File: config.mk
export PLATFORM = sky130hd
export DESIGN_NAME = r8mbe_ppg_pipe
export DESIGN_NICKNAME = d
export VERILOG_FILES = /design/src/rtl/r8mbe_pkg.sv /design/src/rtl/r8mbe_booth_sel.sv /design/src/rtl/r8mbe_ppg_pipe.sv
export SDC_FILE = /design/constraint.sdc
export NUM_CORES = 1
export LEC_CHECK = 0
export BUFFER_PORTS_ARGS = -buffer_cell sky130_fd_sc_hd__buf_2
export CAP_MARGIN = 40
export CORE_ASPECT_RATIO = 1.4
export CORE_MARGIN = 4
export CORE_UTILIZATION = 52
export DETAILED_ROUTE_END_ITERATION = 10
export MAX_ROUTING_LAYER = met4
export PLACE_DENSITY_LB_ADDON = 0.25
export SLEW_MARGIN = 25
export SYNTH_ARGS = -nofsm -noshare
export SYNTH_HDL_FRONTEND = slang
export SYNTH_SLANG_ARGS = --single-unit
File: constraint.sdc
create_clock -name clk_i -period 2.09 [get_ports clk_i]
set_input_delay 0.418 -clock clk_i [delete_from_list [all_inputs] [get_ports clk_i]]
set_output_delay 0.418 -clock clk_i [all_outputs]
set_load 0.005 [all_outputs]
File: src/rtl/r8mbe_pkg.sv
`default_nettype none
// ============================================================================
// Module      : r8mbe_pkg
// Description : Shared types and helpers for the radix-8 modified-Booth
//               partial-product generator: digit type, multiple-select enum,
//               4-bit window recoder and size helpers.
// Revision    : 1.0 - initial release
// ============================================================================
package r8mbe_pkg;

    // Two's-complement view of the 3-bit group {y[3i+2], y[3i+1], y[3i]}
    typedef logic signed [2:0] digit_t;

    // Which precomputed multiple of X a partial product takes
    typedef enum logic [2:0] {
        SEL_ZERO = 3'd0,
        SEL_X    = 3'd1,
        SEL_2X   = 3'd2,
        SEL_3X   = 3'd3,
        SEL_4X   = 3'd4
    } sel_e;

    // Recoded digit in sign/magnitude form
    typedef struct packed {
        sel_e sel;
        logic neg;
    } recode_t;

    function automatic int calc_num_pp(input int width);
        return width / 3 + 1;
    endfunction

    function automatic int calc_pp_w(input int width);
        return width + 3;
    endfunction

    // win = {y[3i+2], y[3i+1], y[3i], y[3i-1]}; digit = signed group + borrow bit
    function automatic recode_t booth_recode(input logic [3:0] win);
        digit_t   grp;
        logic [3:0] d;
        logic [3:0] mag;
        recode_t  r;
        grp = digit_t'(win[3:1]);
        d   = {grp[2], grp} + {3'b000, win[0]};
        mag = d[3] ? (~d + 4'd1) : d;
        r.neg = d[3];
        case (mag)
            4'd1:    r.sel = SEL_X;
            4'd2:    r.sel = SEL_2X;
            4'd3:    r.sel = SEL_3X;
            4'd4:    r.sel = SEL_4X;
            default: r.sel = SEL_ZERO;
        endcase
        return r;
    endfunction

endpackage
`default_nettype wire

File: src/rtl/r8mbe_booth_sel.sv
`default_nettype none
// ============================================================================
// Module      : r8mbe_booth_sel
// Description : One partial-product selector: picks |d|*X from the four
//               precomputed multiples and one's-complements it for negative
//               digits, emitting the +1 correction bit separately.
// Revision    : 1.0 - initial release
// ============================================================================
module r8mbe_booth_sel
    import r8mbe_pkg::*;
#(
    parameter int PP_W = 14
) (
    input  logic [PP_W-1:0] i_x1,
    input  logic [PP_W-1:0] i_x2,
    input  logic [PP_W-1:0] i_x3,
    input  logic [PP_W-1:0] i_x4,
    input  sel_e            i_sel,
    input  logic            i_neg,
    output logic [PP_W-1:0] o_pp,
    output logic            o_neg
);

    logic [PP_W-1:0] w_mult;
    logic            w_neg;

    // Multiple mux, then conditional inversion; a zero digit is never negated
    always_comb begin
        w_mult = '0;
        case (i_sel)
            SEL_X:   w_mult = i_x1;
            SEL_2X:  w_mult = i_x2;
            SEL_3X:  w_mult = i_x3;
            SEL_4X:  w_mult = i_x4;
            default: w_mult = '0;
        endcase
        w_neg = i_neg && (i_sel != SEL_ZERO);
        o_pp  = w_neg ? ~w_mult : w_mult;
        o_neg = w_neg;
    end

endmodule
`default_nettype wire

File: src/rtl/r8mbe_ppg_pipe.sv
`default_nettype none
// ============================================================================
// Module      : r8mbe_ppg_pipe
// Description : Two-stage elastic radix-8 Booth partial-product generator.
//               S1 registers X, 2X, 3X, 4X, the recoded digits and the tag;
//               S2 registers the selected partial products.
// Revision    : 1.0 - initial release
// ============================================================================
module r8mbe_ppg_pipe
    import r8mbe_pkg::*;
#(
    parameter  int WIDTH  = 11,
    parameter  int TAG_W  = 4,
    localparam int NUM_PP = calc_num_pp(WIDTH),
    localparam int PP_W   = calc_pp_w(WIDTH)
) (
    input  logic                         clk_i,
    input  logic                         rst_i,
    input  logic                         in_valid_i,
    output logic                         in_ready_o,
    input  logic [WIDTH-1:0]             x_i,
    input  logic [WIDTH-1:0]             y_i,
    input  logic [TAG_W-1:0]             tag_i,
    output logic                         out_valid_o,
    input  logic                         out_ready_i,
    output logic [NUM_PP-1:0][PP_W-1:0] pp_o,
    output logic [NUM_PP-1:0]            neg_o,
    output logic [TAG_W-1:0]             tag_o
);

    // y with the implicit y[-1]=0 below and zero padding above
    localparam int c_YE_W = 3 * NUM_PP + 1;

    logic                         w_in_ready;
    logic                         w_accept;
    logic                         w_advance;
    logic [PP_W-1:0]              w_x1;
    logic [PP_W-1:0]              w_x2;
    logic [PP_W-1:0]              w_x4;
    logic [PP_W-1:0]              w_x3;
    logic [c_YE_W-1:0]            w_y_ext;
    recode_t [NUM_PP-1:0]         w_rc;
    logic [NUM_PP-1:0][PP_W-1:0]  w_pp_sel;
    logic [NUM_PP-1:0]            w_neg_sel;

    logic                         r_s1_valid_q, w_s1_valid_d;
    logic [PP_W-1:0]              r_s1_x1_q,    w_s1_x1_d;
    logic [PP_W-1:0]              r_s1_x2_q,    w_s1_x2_d;
    logic [PP_W-1:0]              r_s1_x3_q,    w_s1_x3_d;
    logic [PP_W-1:0]              r_s1_x4_q,    w_s1_x4_d;
    recode_t [NUM_PP-1:0]         r_s1_rc_q,    w_s1_rc_d;
    logic [TAG_W-1:0]             r_s1_tag_q,   w_s1_tag_d;

    logic                         r_s2_valid_q, w_s2_valid_d;
    logic [NUM_PP-1:0][PP_W-1:0]  r_s2_pp_q,    w_s2_pp_d;
    logic [NUM_PP-1:0]            r_s2_neg_q,   w_s2_neg_d;
    logic [TAG_W-1:0]             r_s2_tag_q,   w_s2_tag_d;

    // Handshake: S1 may take new data unless both stages are stuck
    always_comb begin
        w_in_ready = !r_s1_valid_q || !r_s2_valid_q || out_ready_i;
        w_accept   = in_valid_i && w_in_ready;
        w_advance  = r_s1_valid_q && (!r_s2_valid_q || out_ready_i);
    end

    // Multiples of X; 3X is the only true addition in the datapath
    always_comb begin
        w_x1 = {3'b000, x_i};
        w_x2 = {w_x1[PP_W-2:0], 1'b0};
        w_x4 = {w_x1[PP_W-3:0], 2'b00};
        w_x3 = w_x1 + w_x2;
    end

    // Overlapping 4-bit windows of y recoded into select/negate pairs
    always_comb begin
        w_y_ext = {{(c_YE_W - WIDTH - 1){1'b0}}, y_i, 1'b0};
        for (int i = 0; i < NUM_PP; i++) begin
            w_rc[i] = booth_recode(w_y_ext[3*i +: 4]);
        end
    end

    // One selector per partial product, fed from the S1 registers
    for (genvar g = 0; g < NUM_PP; g++) begin : g_pp
        r8mbe_booth_sel #(
            .PP_W (PP_W)
        ) u_sel (
            .i_x1  (r_s1_x1_q),
            .i_x2  (r_s1_x2_q),
            .i_x3  (r_s1_x3_q),
            .i_x4  (r_s1_x4_q),
            .i_sel (r_s1_rc_q[g].sel),
            .i_neg (r_s1_rc_q[g].neg),
            .o_pp  (w_pp_sel[g]),
            .o_neg (w_neg_sel[g])
        );
    end

    // Next-state for both stages; data registers hold unless loaded
    always_comb begin
        w_s1_valid_d = r_s1_valid_q;
        w_s1_x1_d    = r_s1_x1_q;
        w_s1_x2_d    = r_s1_x2_q;
        w_s1_x3_d    = r_s1_x3_q;
        w_s1_x4_d    = r_s1_x4_q;
        w_s1_rc_d    = r_s1_rc_q;
        w_s1_tag_d   = r_s1_tag_q;
        w_s2_valid_d = r_s2_valid_q;
        w_s2_pp_d    = r_s2_pp_q;
        w_s2_neg_d   = r_s2_neg_q;
        w_s2_tag_d   = r_s2_tag_q;

        if (w_accept) begin
            w_s1_valid_d = 1'b1;
            w_s1_x1_d    = w_x1;
            w_s1_x2_d    = w_x2;
            w_s1_x3_d    = w_x3;
            w_s1_x4_d    = w_x4;
            w_s1_rc_d    = w_rc;
            w_s1_tag_d   = tag_i;
        end else if (w_advance) begin
            w_s1_valid_d = 1'b0;
        end

        if (w_advance) begin
            w_s2_valid_d = 1'b1;
            w_s2_pp_d    = w_pp_sel;
            w_s2_neg_d   = w_neg_sel;
            w_s2_tag_d   = r_s1_tag_q;
        end else if (out_ready_i) begin
            w_s2_valid_d = 1'b0;
        end
    end

    // Pipeline registers; reset drops in-flight work and clears outputs
    always_ff @(posedge clk_i) begin
        if (rst_i) begin
            r_s1_valid_q <= 1'b0;
            r_s1_x1_q    <= '0;
            r_s1_x2_q    <= '0;
            r_s1_x3_q    <= '0;
            r_s1_x4_q    <= '0;
            r_s1_rc_q    <= '0;
            r_s1_tag_q   <= '0;
            r_s2_valid_q <= 1'b0;
            r_s2_pp_q    <= '0;
            r_s2_neg_q   <= '0;
            r_s2_tag_q   <= '0;
        end else begin
            r_s1_valid_q <= w_s1_valid_d;
            r_s1_x1_q    <= w_s1_x1_d;
            r_s1_x2_q    <= w_s1_x2_d;
            r_s1_x3_q    <= w_s1_x3_d;
            r_s1_x4_q    <= w_s1_x4_d;
            r_s1_rc_q    <= w_s1_rc_d;
            r_s1_tag_q   <= w_s1_tag_d;
            r_s2_valid_q <= w_s2_valid_d;
            r_s2_pp_q    <= w_s2_pp_d;
            r_s2_neg_q   <= w_s2_neg_d;
            r_s2_tag_q   <= w_s2_tag_d;
        end
    end

    assign in_ready_o  = w_in_ready;
    assign out_valid_o = r_s2_valid_q;
    assign pp_o        = r_s2_pp_q;
    assign neg_o       = r_s2_neg_q;
    assign tag_o       = r_s2_tag_q;

endmodule
`default_nettype wire

==> reports/metrics.yaml, run 1 <==
outcome:
  outcome: "finished clean"
floorplan:
  die_area_um2: 14320
  start_util: 0.5393
  core_um2: 12000
  rows: 47
  die-height_um: 140.0
  io_pins: 96
  fp.dieW_um: 102.3
setup_path:
  endpoint: "pp_o[17]"
  end_kind: "flip-flop"
  cp-start-kind: "flip-flop"
  slowest_stage: "dfxtp_1"
  arrival_ns: 2.26
  r2r_start: "r_s1_rc_q[5]"
  cp_slowest_stage_delay_ns: 0.58
  crit_start: "r_s1_rc_q[5]"
  r2r_cells: 6
  rrSetupSlack_ns: 0.07
  critPathMaxFanout: 11
  cp.required_ns: 2.34
  crit_chain: "nor2b_1, a22o_1, a222oi_1, buf_4, o21ai_0, nor3b_2"
  reg2reg_to: "pp_o[17]"
  critical_path_class: "reg -> reg"
clocking:
  cts_setup_buffers: 0
  cts_made_buffers: 9
  clock-sinks: 103
  worstSkewPairLatency_ns: 0.36
  htree_levels: 3
  cts_tree: "built"
  post_cts_resized: 0
  ctsRootBufferMaster: "clkbuf_16"
  clockBufferDepth: 2
  ctsHoldBuffers: 0
  clk_pin_slew_ns: 0.08
detailed_routing:
  viasPerCell: 5.991
  firstDrtPassIters: 5
  remaining_drc_errors: 0
  post_drt_wl_per_cell_um: 17.20
  ant_nets: 0
  dr.first_iter.drc_count: 470
  vias: 6183
  wl_mm: 17.75
sta:
  grt_setup_unrepaired: "no"
  final_max_slew_viol_count: 0
  fin_crit_ns: 2.016
  period_share: 0.9647
  relSlewSlack: 0.4951
  clock.fmax_mhz: 496.0
  tightest_slew_ns: 0.7564
  hold_viol: 0
  finClkSkew_ns: 0.01036
  setup-violations-final: 0
placement:
  io_buffers: 93
  numPlacedInstances: 1016
  dp_hpwl_mm: 13.08
  gp_congestion: 0.8842
synthesis:
  synthXorXnorAreaFrac: 0.02301
  netlist_instances: 795
  yosys_warnings: 0
  async_flop_share: 0
  synth_edf_count: 0
  synth_seq_area_share: 0.3187
  synth_seq_cells: 103
  synth-main-ff-cell: "dfxtp_1"
  synthDistinctLibCells: 68
  synth_fa_ha_area_frac: 0.04371
  synth.area.mux_share: 0.05357
  synth_compound_area_frac: 0.2624
  synth_top_family_by_area: "compound AO/OA/AOI/OAI gates"
  synth.area.top_cells: "dfxtp_1 32%, a21oi_1 8.2%, nand2_1 6.0%"
  synth_area_leader_cell: "dfxtp_1"
  synth_area_per_cell_um2: 8.138
  synth_top_area_share: 0.3187
  syn_area_um2: 6470
  synth_simple_gate_area_frac: 0.2284
grt:
  grt_pass1_vias: 5762
  antenna_found_initial: 0
  grt_pass1_wl_mm: 28.32
  globalRoute.totalOverflow: 0
  grt_max_degree: 46
  track_usage: 0.2512
cells_and_area:
  final_core_util: 0.6234
  layout.cells.non_filler: 1032
  layout-drive-gt1-share: 0.2362
  areaGrowthSynthToFinish_pct: 15.59
  diodes: 0
  fin_nets: 932
worst_hold_path:
  hold_path_depth: 3
  hp-class: "in -> reg"
power_and_ir_drop:
  pwr_density_cell_nw_per_um2: 626.6
  p_leak_nw: 3.042
  p_total_w: 0.004686
  vdd_drop_max_mv: 0.3990
run:
  cap_violations: 0
per-layer routing:
metal | GRT usage | wire, um | vias to the layer above | share of wire
met5 | - | 0 | - | 0
li1 | - | - | 3044 | -
met2 | 0.4207 | 8850 | 218 | 0.50
met3 | 0.03632 | 1036 | 34 | 0.058
met1 | 0.3022 | 7369 | 2887 | 0.42
met4 | 0.09330 | 496 | 0 | 0.028
metrics by stage:
step	hold slack [ns]	instance area (um2)	worst slack [ns]	TNS (ns)
floorplan	0.4321	6474	0.01493	0
global placement	0.4384	7186	-0.1013	-0.2438
detailed placement	0.4436	7186	-0.1881	-0.5800
CTS	0.2909	7471	0.03548	0
global route	0.2964	7478	0.003002	0
finish	0.2938	7478	0.07369	0
registers in the layout (all words and copies together) (netlist names):
| register | count |
|---|---|
| r_s1_x1_q | 11 |
| out_valid_o | 1 |
| tag_o | 4 |
| r_s1_valid_q | 1 |
| r_s1_rc_q | 15 |
| r_s1_tag_q | 4 |
| neg_o | 2 |
| r_s1_x3_q | 12 |
| pp_o | 53 |
cells in the final DEF, fill, tap and decap left out, drive strengths merged, types with 15 or more instances in the layout:
cell / n
nand3b: 41
ha: 21
buf: 148
inv: 20
a22o: 15
mux2i: 20
nand2: 104
a211oi: 21
a21oi: 107
a22oi: 28
o21ai: 35
nor2: 53
dfxtp: 103
cells in the mapped netlist, drive strengths merged (2+ instances only):
master and number:
a211oi 21, a21boi 2, a21o 7, a21oi 107, a221oi 6, a222oi 4, a22o 15, a22oi 28
a311oi 5, a31o 2, a31oi 7, and2 2, and3 4, and3b 7, buf 38, clkbuf 37
dfxtp 103, ha 21, inv 15, mux2 13, mux2i 20, nand2 104, nand2b 6, nand3 6
nand3b 41, nor2 53, nor2b 13, nor3 13, nor3b 9, nor4b 2, o211ai 2, o21ai 35
o22ai 13, o31ai 2, or4 2, xnor2 12, xor2 5
cell families (layout without fill, tap and decap cells):
group / count (synthesis) / in the layout
fa+ha+maj: 22 / 22
other cells: 1 / 2
mux: 33 / 33
xor+xnor: 17 / 17
flops: 103 / 103
compound gates: 260 / 260
buf+inv: 90 / 179
simple gates: 269 / 269
power breakdown:
part	internal [W]	switching, W
Sequential	0.00204	0.000173
Combinational	0.000387	0.000450
Clock	0.000834	0.000799
worst min path at each step:
| stage | slack, ns | to | from |
|---|---|---|---|
| global route | 0.30 | r_s1_tag_q[1] | tag_i[1] |
| floorplan | 0.43 | tag_o[0] | r_s1_tag_q[0] |
| finish | 0.29 | r_s1_tag_q[0] | tag_i[0] |
| CTS | 0.29 | r_s1_tag_q[1] | tag_i[1] |
| detailed placement | 0.44 | pp_o[48] | pp_o[48] |
| global placement | 0.44 | pp_o[48] | pp_o[48] |
worst max-delay path, delay by kind of cell (launching register included):
kind,cells,cell delay [ns]
compound gates,3,0.74
flops,1,0.58
simple gates,2,0.39
buf+inv,1,0.20
final cells by class:
cell class / count / area (um2)
tap: 147 / 183.9
clock buffer: 9 / 225.2
timing repair buffer: 148 / 915.9
clock inverter: 7 / 60.06
sequential: 103 / 2063
fill: 1122 / 4518
inverter: 15 / 56.30
multi-input combinational: 603 / 3974
Note: power is estimated with default switching activity, not from simulation.
==> inputs of run 2 (changes only) <==
CELL_PAD_IN_SITES_DETAIL_PLACEMENT = 0   (was not set)
CELL_PAD_IN_SITES_GLOBAL_PLACEMENT = 1   (was not set)
CORE_UTILIZATION = 39   (was 52)
==> reports/metrics.yaml, run 2 (synthesized netlist as in run 1, its figures left out) <==
detailed_routing:
  post_drt_wl_per_cell_um: 17.67
  vias: 6153
  remaining_drc_errors: 0
  wl_mm: 19.26
  ant_nets: 0
  dr.first_iter.drc_count: 282
  firstDrtPassIters: 5
  viasPerCell: 5.645
worst_hold_path:
  hp-class: "in -> reg"
floorplan:
  core_um2: 16240
  die_area_um2: 18740
  die-height_um: 160.4
  fp.dieW_um: 116.9
  start_util: 0.3984
  rows: 55
  io_pins: 96
setup_path:
  slowest_stage: "dfxtp_1"
  critical_path_class: "reg -> reg"
  cp-start-kind: "flip-flop"
  cp.required_ns: 2.32
  crit_buf_inv: 1
  cp_top_family: "flip-flops"
  critPathMaxFanout: 12
  crit_chain: "and3b_1, a222oi_1, buf_4, o21ai_0, nor3b_2"
  cp_slowest_stage_delay_ns: 0.59
  end_kind: "flip-flop"
  arrival_ns: 2.15
clocking:
  ctsRootBufferMaster: "clkbuf_16"
  cts_setup_buffers: 0
  worstSkewPairLatency_ns: 0.35
  htree_levels: 3
  clockBufferDepth: 2
  cts_made_buffers: 9
  ctsHoldBuffers: 0
  cts_tree: "built"
  clk_pin_slew_ns: 0.08
  post_cts_resized: 0
  clock-sinks: 103
sta:
  tightest_slew_ns: 0.6414
  hold_viol: 0
  setup-violations-final: 0
  finClkSkew_ns: 0.01232
  final_max_slew_viol_count: 0
  period_share: 0.9192
  fin_crit_ns: 1.921
  clock.fmax_mhz: 520.5
  grt_setup_unrepaired: "no"
  relSlewSlack: 0.5718
cells_and_area:
  layout-drive-gt1-share: 0.2402
  largest_reg_flops: 53
  layout_commonest_cell: "a21oi_1"
  nFillCells: 1604
  final_cell_mix: "105 x a21oi_1, 103 x dfxtp_1, 102 x nand2_1"
  diodes: 0
  final_core_util: 0.4690
  fin_nets: 938
  areaGrowthSynthToFinish_pct: 17.73
placement:
  dp_hpwl_mm: 14.33
  io_buffers: 93
  gp_congestion: 0.9368
grt:
  grt_max_degree: 50
  grt_pass1_vias: 5872
  met1_usage: 0.2613
  gr-usage-met2: 0.3402
  grt_pass1_wl_mm: 30.71
  globalRoute.totalOverflow: 0
  antenna_found_initial: 0
  grt-busiest-layer: "met2"
  track_usage: 0.2092
  grtUsageMet3: 0.02412
power_and_ir_drop:
  p_total_w: 0.004822
  pwr_density_cell_nw_per_um2: 633.0
  p_leak_nw: 3.081
  vdd_drop_max_mv: 0.4867
run:
  cap_violations: 0
outcome:
  outcome: "finished clean"
[run 2: through the flow]
| stage | setup WS (ns) | hold slack, ns | std cells | TNS (ns) | instance area, um2 |
|---|---|---|---|---|---|
| 2_1_floorplan | 0.01493 | 0.4321 | 796 | 0 | 6474 |
| 3_3_place_gp | -0.1051 | 0.4395 | 1073 | -0.2764 | 7303 |
| 3_5_place_dp | -0.1808 | 0.4467 | 1073 | -0.5714 | 7303 |
| 4_1_cts | 0.1613 | 0.2952 | 1089 | 0 | 7610 |
| 5_1_grt | 0.04394 | 0.2984 | 1090 | 0 | 7617 |
| 6_report | 0.1689 | 0.3004 | 1090 | 0 | 7617 |
[run 2: cell type report]
type                            count  area (um2)  share of cell area
Tap cell                          199       249.0             0.03269
Multi-Input combinational cell    603        3968              0.5209
Clock buffer                        9       225.2             0.02957
Sequential cell                   103        2062              0.2707
Timing Repair Buffer              154       975.9              0.1281
Clock inverter                      7       81.33             0.01068
Inverter                           15       56.30            0.007392
[run 2: power breakdown]
part	total [W]	leakage, nW	switching (W)	internal, W
clock network	0.00174	0.145	0.000795	0.000946
logic	0.000872	2.10	0.000472	0.000400
registers	0.00221	0.839	0.000164	0.00204
total	0.00482	3.08	0.00143	0.00339
[run 2: worst paths after layout]
check,startpoint,to,slack (ns),depth (start not counted)
hold reg to reg,pp_o[42],pp_o[42],0.45,2
setup / recovery,r_s1_rc_q[7],pp_o[21],0.17,5
hold / removal,tag_i[3],r_s1_tag_q[3],0.30,3
setup reg to reg,r_s1_rc_q[7],pp_o[21],0.17,5
[run 2: worst reg2reg max path, cell delays in order (launching register included)]
cell and delay, ns:
dfxtp_1 0.59, and3b_1 0.37, a222oi_1 0.44, buf_4 0.19
o21ai_0 0.06, nor3b_2 0.16
[run 2: layer usage]
layer / vias to the layer above / routed length [um]
met5: - / 0
met4: 0 / 616
met3: 28 / 744
met2: 152 / 9456
met1: 2925 / 8442
li1: 3048 / -
==> inputs of run 3 (changes only) <==
ABC_AREA = 1   (was not set)
CORE_UTILIZATION = 36   (was 39)
RECOVER_POWER = 50   (was not set)
==> reports/metrics.yaml, run 3 <==
outcome:
  outcome: "finished clean"
synthesis:
  synth_seq_cells: 103
  synthDistinctLibCells: 38
  synth_fa_ha_area_frac: 0.04480
  ys_top_cells_by_count: "297 x nand2_1, 116 x nor2_1, 103 x dfxtp_1"
  yosys_warnings: 0
  synth_top_family_by_area: "simple AND/OR/NAND/NOR gates"
  synth_top_area_share: 0.3267
  synth_area_per_cell_um2: 6.256
  synth-main-ff-cell: "dfxtp_1"
  synth_compound_area_frac: 0.1665
  synthXorXnorAreaFrac: 0.01110
  netlist_instances: 1009
  synth_edf_count: 0
  synth_area_leader_cell: "dfxtp_1"
  synth.area.mux_share: 0
  synth_seq_area_share: 0.3267
  syn_area_um2: 6312
  synth.area.top_cells: "dfxtp_1 33%, nand2_1 18%, nor2_1 6.9%"
  async_flop_share: 0
  synth.most_common_cell: "nand2_1"
  synth_simple_gate_area_frac: 0.3437
sta:
  hold_viol: 0
  relSlewSlack: 0.6255
  setup-violations-final: 0
  fin_ws_ns: 0.3848
  final_max_slew_viol_count: 0
  clock.fmax_mhz: 586.4
  tightest_slew_ns: 0.5611
  tns_ns: 0
  fin_crit_ns: 1.705
  period_share: 0.8159
  grt_setup_unrepaired: "no"
  finClkSkew_ns: 0.01155
setup_path:
  critical_path_class: "reg -> reg"
  crit_chain: "nand2_1, nand2_1, inv_1, nand2_2, nor2_1, nor2_1, a21oi_1"
  cp_slowest_stage_delay_ns: 0.45
  cp-start-kind: "flip-flop"
  critPathMaxFanout: 13
  arrival_ns: 2.00
  cp.required_ns: 2.38
  rrSetupSlack_ns: 0.38
  slowest_stage: "inv_1"
  end_kind: "flip-flop"
  reg2reg_to: "pp_o[26]"
  r2r_start: "out_valid_o"
  r2r_cells: 7
clocking:
  clockBufferDepth: 2
  clock-sinks: 103
  post_cts_resized: 0
  cts_tree: "built"
  clk_pin_slew_ns: 0.08
  worstSkewPairLatency_ns: 0.36
  ctsHoldBuffers: 0
  cts_made_buffers: 9
  cts_setup_buffers: 0
  ctsRootBufferMaster: "clkbuf_16"
  htree_levels: 3
grt:
  grt-busiest-layer: "met2"
  grt_pass1_vias: 5881
  grt_max_degree: 54
  grtUsageMet3: 0.02261
  globalRoute.totalOverflow: 0
  met1_usage: 0.2620
  gr-usage-met2: 0.3361
  antenna_found_initial: 0
  grt_pass1_wl_mm: 31.32
  track_usage: 0.2014
cells_and_area:
  layout_commonest_cell: "nand2_1"
  areaGrowthSynthToFinish_pct: 14.43
  fin_nets: 1123
  final_cell_mix: "297 x nand2_1, 116 x nor2_1, 103 x dfxtp_1"
  layout-drive-gt1-share: 0.1106
  diodes: 0
  largest_reg_flops: 53
detailed_routing:
  post_drt_wl_per_cell_um: 14.87
  vias: 6519
  remaining_drc_errors: 0
  dr.first_iter.drc_count: 444
  wl_mm: 19.50
  viasPerCell: 4.969
  firstDrtPassIters: 6
  ant_nets: 0
floorplan:
  die_area_um2: 19750
  start_util: 0.3657
  io_pins: 96
  die-height_um: 164.7
  rows: 57
  core_um2: 17260
  fp.dieW_um: 119.9
worst_hold_path:
  min_to: "r_s1_tag_q[0]"
  hold_start: "tag_i[0]"
  hold_path_depth: 3
  hp-class: "in -> reg"
power_and_ir_drop:
  pwr_density_cell_nw_per_um2: 668.6
  vdd_drop_max_mv: 0.4571
  p_leak_nw: 3.327
run:
  cap_violations: 0
placement:
  gp_congestion: 0.8724
  dp_hpwl_mm: 14.64
  io_buffers: 93
  pre_cts_ws_ns: 0.08288
[run 3: cell types whose count changed in the layout (fill, tap and decap cells not counted), sizes merged, moves of 15 or more]
cell and delta:
nand2 +195, inv +85, buf -74, nand3 +68, nor2 +65, o21ai +42
nand3b -39, clkbuf +32, a22oi -28, a21oi -27, nand4 +23, mux2i -20
a211oi -15, a22o -15
[run 3: worst max-delay path by stage]
stage / end / start / cells past startpoint / slack, ns
6_report: pp_o[26] / out_valid_o / 7 / 0.38
5_1_grt: pp_o[15] / out_valid_o / 7 / 0.20
4_1_cts: r_s1_rc_q[6] / y_i[2] / 12 / 0.47
3_5_place_dp: r_s1_rc_q[6] / y_i[2] / 12 / 0.08
3_3_place_gp: r_s1_rc_q[6] / y_i[2] / 12 / 0.1
2_1_floorplan: r_s1_rc_q[6] / y_i[2] / 11 / 0.34
[run 3: layer usage]
metal / vias to the layer above / share of wire
met4: 0 / 0.018
met3: 28 / 0.037
li1: 3387 / -
met1: 2958 / 0.46
met2: 146 / 0.49
met5: - / 0
[run 3: logic make-up (layout without fill, tap and decap cells)]
| kind of cell | count (synthesis) | count (layout) |
|---|---|---|
| xor+xnor | 8 | 8 |
| fa+ha+maj | 22 | 22 |
| simple gates | 522 | 522 |
| compound gates | 192 | 192 |
| buf+inv | 161 | 227 |
| flops | 103 | 103 |
| other cells | 1 | 2 |
[run 3: layout make-up]
class,instances,area [um2]
multi-input combinational,746,3581
sequential,103,2062
clock buffer,9,225.2
inverter,99,371.6
timing repair buffer,112,625.6
fill,1974,10040
clock inverter,7,62.56
tap,236,295.3
[run 3: critical path: cells and delay by family (launching register included)]
| kind | cells | cell delay [ns] |
|---|---|---|
| and+or+nand+nor | 5 | 0.76 |
| buffers and inverters | 1 | 0.45 |
| AOI/OAI and AO/OA | 1 | 0.10 |
| DFF | 1 | 0.32 |
[run 3: metrics by stage]
step	cell area, um2	instances	hold WS [ns]	power, W	util
6_report	7223	1312	0.3092	0.004829	0.4185
5_1_grt	7223	1312	0.3462	0.005091	0.4185
4_1_cts	7271	1312	0.3049	0.004897	0.4213
3_5_place_dp	6983	1296	0.4562	0.003220	0.4046
3_3_place_gp	6983	1296	0.4519	0.003217	0.4046
2_1_floorplan	6316	1010	0.4495	0.002877	-
[run 3: report_power, final]
part           total (W)  internal, W  leakage (nW)  switching, W
registers        0.00222      0.00208         0.845      0.000139
logic           0.000948     0.000335          2.34      0.000613
clock network    0.00167     0.000837         0.144      0.000828
total            0.00483      0.00325          3.33       0.00158
